`src/rtl/fifo_rd_ctrl_if.sv`:
```
// Read-side bus of the async FIFO: memory read port plus the consumer valid/ready stream.
// The controller side is master; the memory/consumer side is slave.
interface fifo_rd_ctrl_if #(
    parameter int unsigned AddrWidth = 3,
    parameter int unsigned DataWidth = 8
);
    logic [AddrWidth-1:0] rd_addr_o;
    logic [DataWidth-1:0] mem_rdata_i;
    logic [DataWidth-1:0] data_o;
    logic                 valid_o;
    logic                 ready_i;

    modport master (
        output rd_addr_o,
        output data_o,
        output valid_o,
        input  mem_rdata_i,
        input  ready_i
    );

    modport slave (
        input  rd_addr_o,
        input  data_o,
        input  valid_o,
        output mem_rdata_i,
        output ready_i
    );
endinterface

```
`src/rtl/fifo_rd_ctrl.sv`:
```
// Async FIFO read-side controller: write-pointer synchronizer, empty/level flags,
// read pointer (binary + Gray) and a first-word-fall-through output register.
module fifo_rd_ctrl #(
    parameter int unsigned AddrWidth      = 3,
    parameter int unsigned DataWidth      = 8,
    parameter int unsigned AlmostEmptyThr = 1
) (
    input  logic                 clk_i,
    input  logic                 rst_i,
    input  logic [AddrWidth:0]   wr_gray_ptr_i,
    fifo_rd_ctrl_if.master       bus,
    output logic [AddrWidth:0]   rd_gray_ptr_o,
    output logic                 empty_o,
    output logic                 almost_empty_o,
    output logic [AddrWidth:0]   level_o
);
    localparam int unsigned PtrW  = AddrWidth + 1;
    localparam int unsigned Depth = 1 << AddrWidth;
    // Thresholds above the depth behave like the depth, so the compare never truncates.
    localparam logic [PtrW-1:0] ThrLevel =
        PtrW'((AlmostEmptyThr > Depth) ? Depth : AlmostEmptyThr);

    typedef enum logic {
        OUT_EMPTY = 1'b0,
        OUT_FULL  = 1'b1
    } out_state_e;

    out_state_e           state_reg;
    out_state_e           state_next;
    logic [PtrW-1:0]      wq1_reg;
    logic [PtrW-1:0]      wq2_reg;
    logic [PtrW-1:0]      rd_bin_reg;
    logic [PtrW-1:0]      rd_gray_reg;
    logic [DataWidth-1:0] data_reg;
    logic [PtrW-1:0]      wbin;
    logic [PtrW-1:0]      rd_bin_next;
    logic [PtrW-1:0]      rd_gray_next;
    logic                 empty;
    logic                 valid;
    logic                 fetch;

    // Each binary bit is the XOR of all Gray bits at or above it.
    generate
        for (genvar gi = 0; gi < PtrW; gi++) begin : g_gray2bin
            assign wbin[gi] = ^wq2_reg[PtrW-1:gi];
        end
    endgenerate

    assign empty        = (rd_gray_reg == wq2_reg);
    assign rd_bin_next  = rd_bin_reg + 1'b1;
    assign rd_gray_next = rd_bin_next ^ (rd_bin_next >> 1);

    // Output stage FSM: state register.
    always_ff @(posedge clk_i) begin
        if (rst_i) begin
            state_reg <= OUT_EMPTY;
        end else begin
            state_reg <= state_next;
        end
    end

    // Output stage FSM: next-state logic.
    always_comb begin
        state_next = state_reg;
        case (state_reg)
            OUT_EMPTY: if (!empty) state_next = OUT_FULL;
            OUT_FULL:  if (bus.ready_i && empty) state_next = OUT_EMPTY;
            default:   state_next = OUT_EMPTY;
        endcase
    end

    // Output stage FSM: outputs.
    always_comb begin
        valid = (state_reg == OUT_FULL);
        fetch = !empty && (!valid || bus.ready_i);
    end

    // No logic in front of wq1_reg: it is the metastability-catching flop.
    always_ff @(posedge clk_i) begin
        if (rst_i) begin
            wq1_reg <= '0;
            wq2_reg <= '0;
        end else begin
            wq1_reg <= wr_gray_ptr_i;
            wq2_reg <= wq1_reg;
        end
    end

    always_ff @(posedge clk_i) begin
        if (rst_i) begin
            rd_bin_reg  <= '0;
            rd_gray_reg <= '0;
            data_reg    <= '0;
        end else if (fetch) begin
            rd_bin_reg  <= rd_bin_next;
            rd_gray_reg <= rd_gray_next;
            data_reg    <= bus.mem_rdata_i;
        end
    end

    assign bus.rd_addr_o  = rd_bin_reg[AddrWidth-1:0];
    assign bus.data_o     = data_reg;
    assign bus.valid_o    = valid;
    assign rd_gray_ptr_o  = rd_gray_reg;
    assign empty_o        = empty;
    assign level_o        = wbin - rd_bin_reg;
    assign almost_empty_o = (level_o <= ThrLevel);

endmodule

```
`src/flat_wrapper.sv`:
```
// flat-port wrapper written by rule: the top's interface ports become plain ports
module fifo_rd_ctrl_flat 
#(
    parameter int unsigned AddrWidth      = 3,
    parameter int unsigned DataWidth      = 8,
    parameter int unsigned AlmostEmptyThr = 1
)
  (clk_i, rst_i, wr_gray_ptr_i, rd_gray_ptr_o, empty_o, almost_empty_o, level_o, bus_rd_addr_o, bus_data_o, bus_valid_o, bus_mem_rdata_i, bus_ready_i);
  fifo_rd_ctrl_if #(.AddrWidth(AddrWidth), .DataWidth(DataWidth)) bus_i ();
  input  logic clk_i;
  input  logic rst_i;
  input  logic [AddrWidth:0] wr_gray_ptr_i;
  output logic [AddrWidth:0] rd_gray_ptr_o;
  output logic empty_o;
  output logic almost_empty_o;
  output logic [AddrWidth:0] level_o;
  output wire logic [$bits(bus_i.rd_addr_o)-1:0] bus_rd_addr_o;
  output wire logic [$bits(bus_i.data_o)-1:0] bus_data_o;
  output wire logic [$bits(bus_i.valid_o)-1:0] bus_valid_o;
  input wire logic [$bits(bus_i.mem_rdata_i)-1:0] bus_mem_rdata_i;
  input wire logic [$bits(bus_i.ready_i)-1:0] bus_ready_i;
  assign bus_rd_addr_o = bus_i.rd_addr_o;
  assign bus_data_o = bus_i.data_o;
  assign bus_valid_o = bus_i.valid_o;
  assign bus_i.mem_rdata_i = bus_mem_rdata_i;
  assign bus_i.ready_i = bus_ready_i;
  fifo_rd_ctrl #(.AddrWidth(AddrWidth), .DataWidth(DataWidth), .AlmostEmptyThr(AlmostEmptyThr)) u_core (.clk_i(clk_i), .rst_i(rst_i), .wr_gray_ptr_i(wr_gray_ptr_i), .bus(bus_i), .rd_gray_ptr_o(rd_gray_ptr_o), .empty_o(empty_o), .almost_empty_o(almost_empty_o), .level_o(level_o));
endmodule
```
`config.mk`:
```
export PLATFORM = sky130hd
export DESIGN_NAME = fifo_rd_ctrl_flat
export DESIGN_NICKNAME = d
export VERILOG_FILES = /design/src/rtl/fifo_rd_ctrl_if.sv /design/src/rtl/fifo_rd_ctrl.sv /design/src/flat_wrapper.sv
export SDC_FILE = /design/constraint.sdc
export NUM_CORES = 1
export LEC_CHECK = 0
export ABC_CLOCK_PERIOD_IN_PS = 2230
export BUFFER_PORTS_ARGS = -buffer_cell sky130_fd_sc_hd__buf_2
export CAP_MARGIN = 20
export CORE_MARGIN = 3
export CORE_UTILIZATION = 48
export CTS_CLUSTER_DIAMETER = 30
export DETAILED_ROUTE_END_ITERATION = 10
export HOLD_SLACK_MARGIN = 0.06
export PLACE_DENSITY = 0.75
export SLEW_MARGIN = 25
export SYNTH_ARGS = -nofsm -noshare
export SYNTH_HDL_FRONTEND = slang
export SYNTH_SLANG_ARGS = --single-unit
```
`constraint.sdc`:
```
create_clock -name clk_i -period 2.23 [get_ports clk_i]
set_input_delay 0.3345 -clock clk_i [delete_from_list [all_inputs] [get_ports clk_i]]
set_output_delay 0.3345 -clock clk_i [all_outputs]
set_load 0.01 [all_outputs]
```
After elaboration in Yosys (flattened, before gate mapping). Cells that the tools add are included.

Flip-flop bits (word level): 25. Input bits: 15. Output and inout port bits: 22. Word-level logic and storage cells: 23.

Add/subtract/negate cells: 2. Order comparisons: 1. Equal/unequal tests: 1. Multiplexer cells: 3. Bitwise gates (word level): 2. Reductions and logical operators: 8.

Operators with widths (number): $add A4 B1 Y4 const B (1); $eq A4 B4 Y1 (1); $le A4 B1 Y1 const B (1); $reduce_xor A4 Y1 (1); $sub A4 B4 Y4 (1); $xor A4 B3 Y4 (1); $reduce_xor A3 Y1 (1); $logic_and A1 B1 Y1 (2); $logic_not A1 Y1 (2); $mux W1 (2); $pmux W1 S2 (1); $reduce_xor A2 Y1 (1); $logic_or A1 B1 Y1 (1); $not A1 Y1 (1).

Longest topological paths before layout.
Depth in word-level cells: 4. Depth in mapped cells: 8. Mapped depth without buffers: 8.

Worst setup path before layout. OpenSTA, ideal clock, no wires.

Path kind: register to output. Start: register u_core.wq2_reg[2]. End: output almost_empty_o. Data arrival time: 2.001 ns. Required time: 1.896 ns. Slack: -0.105 ns. Cell stages (with the launch flop): 8. Path buffers: 0. Cells stage by stage: dfxtp_1 xor2_1 xnor2_1 xor2_1 ha_1 fa_1 inv_1 a211oi_1.

Word-level cells in the longest chain between the ends: 3.

Ends and longest elaborated chain: start: declaration (line fifo_rd_ctrl.sv:31) `logic [PtrW-1:0] wq2_reg;`; start signal: assignment (line fifo_rd_ctrl.sv:85) `wq2_reg <= wq1_reg;`; $reduce_xor A4 Y1 or $reduce_xor A3 Y1 (tied branches) (line fifo_rd_ctrl.sv:45) `assign wbin[gi] = ^wq2_reg[PtrW-1:gi];`; $sub A4 B4 Y4 * (line fifo_rd_ctrl.sv:106) `assign level_o = wbin - rd_bin_reg;`; net level_o[1] (line flat_wrapper.sv:16) `output logic [AddrWidth:0] level_o;`; $le A4 B1 Y1 * (line fifo_rd_ctrl.sv:107) `assign almost_empty_o = (level_o <= ThrLevel);`; end: declaration (line flat_wrapper.sv:15) `output logic almost_empty_o;`.

Mark *: on every way through the listed nets, which the timed path passes. The rest lies on a longest branch.

Worst setup path after layout.
Start: register u_core.wq2_reg[3]. End: output almost_empty_o.

Word-level cells in the longest chain between the ends: 3.

Ends and longest elaborated chain (line): $reduce_xor A4 Y1 (tied with other cells) (fifo_rd_ctrl.sv:45); $sub A4 B4 Y4 * (fifo_rd_ctrl.sv:106); $le A4 B1 Y1 * (fifo_rd_ctrl.sv:107).

Every way passes the cells marked *; elsewhere a longest branch is shown, timed or not.

==> run summary <==
minimum setup slack among reg-to-reg paths: 0.20 ns
endpoint arrival time on the critical path: 2.20 ns
clock tree root driver cell: sky130_fd_sc_hd__clkbuf_4
Slowest-stage cell, CP: sky130_fd_sc_hd__fa_1
crit path launch: u_core.wq2_reg[3]$_SDFF_PP0_
peak fanout along the critical path: 3
maximum count of clock buffers along a single path: 2
half-perimeter wire length after detailed placement: 1500 um
Sinks on Clock Net: 24
power density over the cells: 1160 nW/um^2
Internal: 0.995 mW
count of maximum capacitance violations: 0
total number of vias: 814
All-Layer GR Usage: 15.2%
worst hold path class: in2reg
pin count of the biggest net entering global routing: 25
CTS Buf Count: 3
routability cong.: 0.739
Critical Path Max Stage Delay: 0.50 ns
hold buffer count at cts: 0
share of synthesized area occupied by flip-flops and latches: 45.1%
part of the power in combinational logic: 49.9%
total global routing overflow: 0
failing checks: setup timing
cell area after technology mapping: 1060 sq um
register clock-pin slew on the reported worst setup and hold paths: 0.12 ns
number of nets in the final layout: 168
number of library cell types mapped by synthesis: 23
global-route wire length before repair: 3080 um
Register-to-Register Path Depth: 7
Flop pwr share: 36.2%
initial DRC count: 7
overall power consumption: 1.59 mW
CTS tree: done
via count of the first global-routing pass: 742
Hold Fails Final Rpt: 0
Worst Setup Start Kind: register
family with the most delay on the worst path: adder cells
headroom to the max-slew limit: 70.2%
synthesized area divided by synthesized cell count: 10.2 sq um
clock period minus worst slack: 2.54 ns
Antenna Violating Nets Remaining: 0
actual transition at the worst max-transition pin: 0.445 ns
post-synthesis register bit count: 24
wire length per cell: 11.1 um
logic depth of the worst path, buffers included: 8
max FFs per register: 8
highest-count cells in the layout ignoring fill and taps: sky130_fd_sc_hd__buf_2 (36), sky130_fd_sc_hd__dfxtp_1 (22), sky130_fd_sc_hd__nor2_1 (13), sky130_fd_sc_hd__mux2i_1 (12), sky130_fd_sc_hd__nor2b_1 (9)
I/O pin count: 37
Worst Min Path Start: wr_gray_ptr_i[1]
sw frac: 37.3%
worst setup path endpoint: almost_empty_o
worst reg2reg path startpoint: u_core.wq2_reg[3]$_SDFF_PP0_
total leakage power: 0.692 nW
DRC violations left: 0
power share of the clock group: 13.8%
total core area: 2020 sq um
number of standard cells after synthesis: 104
maximum achievable frequency: 394 MHz
final hold slack: 0.237 ns
Syn-to-layout area delta: 28.7%
kind of critical path: reg2out
drt first pass iters: 4
Die Footprint: 2820 sq um
ratio of cells with drive above 1 in the final layout: 37.4%
placement row count: 16
Avg Vias per Cell: 4.68
worst path bufs/invs: 2
worst reg2reg endpoint: u_core.bus.data_o[6]$_SDFFE_PP0P_
die extent in y: 53.1 um
antenna violations before repair: 0
setup slack after layout: -0.309 ns
Sw Pwr: 0.591 mW
Final Cycle Share: 114%
largest vdd supply drop: 0.732 mV
synthesized net count: 124
Finished Cell Area: 1370 sq um
setup repair after global routing missed its margin: true
total setup violations reported at the end of the flow: 4
synthesis warning total: 0
Starting Density: 52.7%
endpoint kind of the worst setup timing path: output pin
H-tree depth reported by CTS: 1
quantity of I/O buffers inserted on ports: 36
commonest non-fill, non-tap cell in the layout: sky130_fd_sc_hd__buf_2
critical path data required time: 1.90 ns
number of antenna diodes: 0
Post-Route Setup TNS: -0.869 ns
filler instances: 164
Max Slew Vio Count: 0
placed instance area: 1300 sq um
sequence of cells on the critical path: xor2_2, xnor2_2, xor2_1, ha_2, fa_1, inv_2, a211oi_2, buf_2
clock latency on the worst-skew pair: 0.31 ns
largest clock skew in the final design: 0.00864 ns
Die Wd: 53.1 um
outcome: complete, but fails checks
final WL: 1940 um
==> area by class of cell <==
| type | count | area [sq um] | share of cell area (%) |
|---|---|---|---|
| multi-input cells | 70 | 566 | 41.3 |
| flip-flops and latches | 24 | 483 | 35.3 |
| repair buffers | 42 | 225 | 16.4 |
| clock buffers | 4 | 36.3 | 2.65 |
| well taps | 27 | 33.8 | 2.47 |
| inverters | 7 | 26.3 | 1.92 |
==> kinds of logic (layout without fill, tap and decap cells) <==
logic type / count (synthesis) / count (layout) / synth area share, %
simple gates: 29 / 29 / 13.7
mux: 12 / 12 / 11.3
compound gates: 10 / 10 / 7.52
fa+ha+maj: 5 / 5 / 6.58
xor+xnor: 14 / 14 / 11.5
buf+inv: 10 / 53 / 4.23
flops: 24 / 24 / 45.1
==> cells in the mapped netlist <==
library cell / number / area share, %
sky130_fd_sc_hd__clkbuf_1: 2 / 0.71
sky130_fd_sc_hd__o41ai_4: 1 / 2.6
sky130_fd_sc_hd__o21ai_0: 2 / 0.94
sky130_fd_sc_hd__a21o_1: 1 / 0.71
sky130_fd_sc_hd__a21oi_1: 3 / 1.4
sky130_fd_sc_hd__nor4_1: 1 / 0.59
sky130_fd_sc_hd__a211oi_1: 1 / 0.71
sky130_fd_sc_hd__o21ai_1: 1 / 0.47
sky130_fd_sc_hd__xor2_1: 7 / 5.8
sky130_fd_sc_hd__nor2_1: 13 / 4.6
sky130_fd_sc_hd__mux2i_1: 12 / 11
sky130_fd_sc_hd__xnor2_1: 7 / 5.8
sky130_fd_sc_hd__buf_6: 1 / 1.1
sky130_fd_sc_hd__inv_1: 7 / 2.5
sky130_fd_sc_hd__fa_1: 1 / 1.9
sky130_fd_sc_hd__and2_1: 1 / 0.59
sky130_fd_sc_hd__nand3_1: 2 / 0.94
sky130_fd_sc_hd__or3_1: 2 / 1.2
sky130_fd_sc_hd__nand2b_1: 1 / 0.59
sky130_fd_sc_hd__ha_1: 4 / 4.7
sky130_fd_sc_hd__dfxtp_1: 24 / 45
sky130_fd_sc_hd__a21boi_0: 1 / 0.71
sky130_fd_sc_hd__nor2b_1: 9 / 5.3
==> metrics by stage <==
stage	std cells	setup slack, ns	util [%]
after floorplan	104	0.0420	-
after global placement	167	0.0338	64.4
after detailed placement	167	-0.0625	64.4
after CTS	173	-0.330	67.2
after global routing	174	-0.414	67.8
final	174	-0.309	67.8
==> worst min-delay path by stage <==
stage                                   end  slack, ns  cells past startpoint
6_report       u_core.wq1_reg[1]$_SDFF_PP0_       0.24                      2
2_1_floorplan  u_core.wq1_reg[0]$_SDFF_PP0_       0.41                      1
3_5_place_dp   u_core.wq2_reg[2]$_SDFF_PP0_       0.43                      1
3_3_place_gp   u_core.wq2_reg[1]$_SDFF_PP0_       0.42                      1
5_1_grt        u_core.wq1_reg[1]$_SDFF_PP0_       0.22                      2
4_1_cts        u_core.wq1_reg[1]$_SDFF_PP0_       0.22                      2
==> timing repair <==
| action | in CTS | in global routing |
|---|---|---|
| gates resized for setup | 4 | 2 |
| endpoints found under the setup margin | 4 | 4 |
| pin swaps | 4 | 1 |
| hold endpoints to repair | 0 | 0 |
| buffers inserted | 2 | 1 |
==> per-layer routing <==
| layer | track usage, % | wire length, um | vias up |
|---|---|---|---|
| li1 | - | - | 425 |
| met1 | 17.0 | 817 | 366 |
| met2 | 26.7 | 993 | 21 |
| met3 | 3.66 | 113 | 2 |
| met4 | 7.23 | 12 | 0 |
| met5 | 0 | 0 | - |
==> power groups by stage <==
stage	registers [mW]	clock network, mW	logic, mW
after floorplan	0.622	0	0.507
after global placement	0.581	0	0.756
after detailed placement	0.586	0	0.775
after CTS	0.577	0.229	0.786
after global routing	0.587	0.250	0.866
final	0.574	0.220	0.792
==> worst reg2reg max path, cell delays in order, from the launching register on <==
cell                      delay, ns
sky130_fd_sc_hd__dfxtp_2       0.35
sky130_fd_sc_hd__buf_4         0.13
sky130_fd_sc_hd__buf_4         0.12
sky130_fd_sc_hd__xor2_1        0.19
sky130_fd_sc_hd__o41ai_4       0.54
sky130_fd_sc_hd__buf_4         0.32
sky130_fd_sc_hd__mux2i_1       0.23
sky130_fd_sc_hd__nor2_1        0.06
No activity file was read; power rests on OpenSTA's default activity.
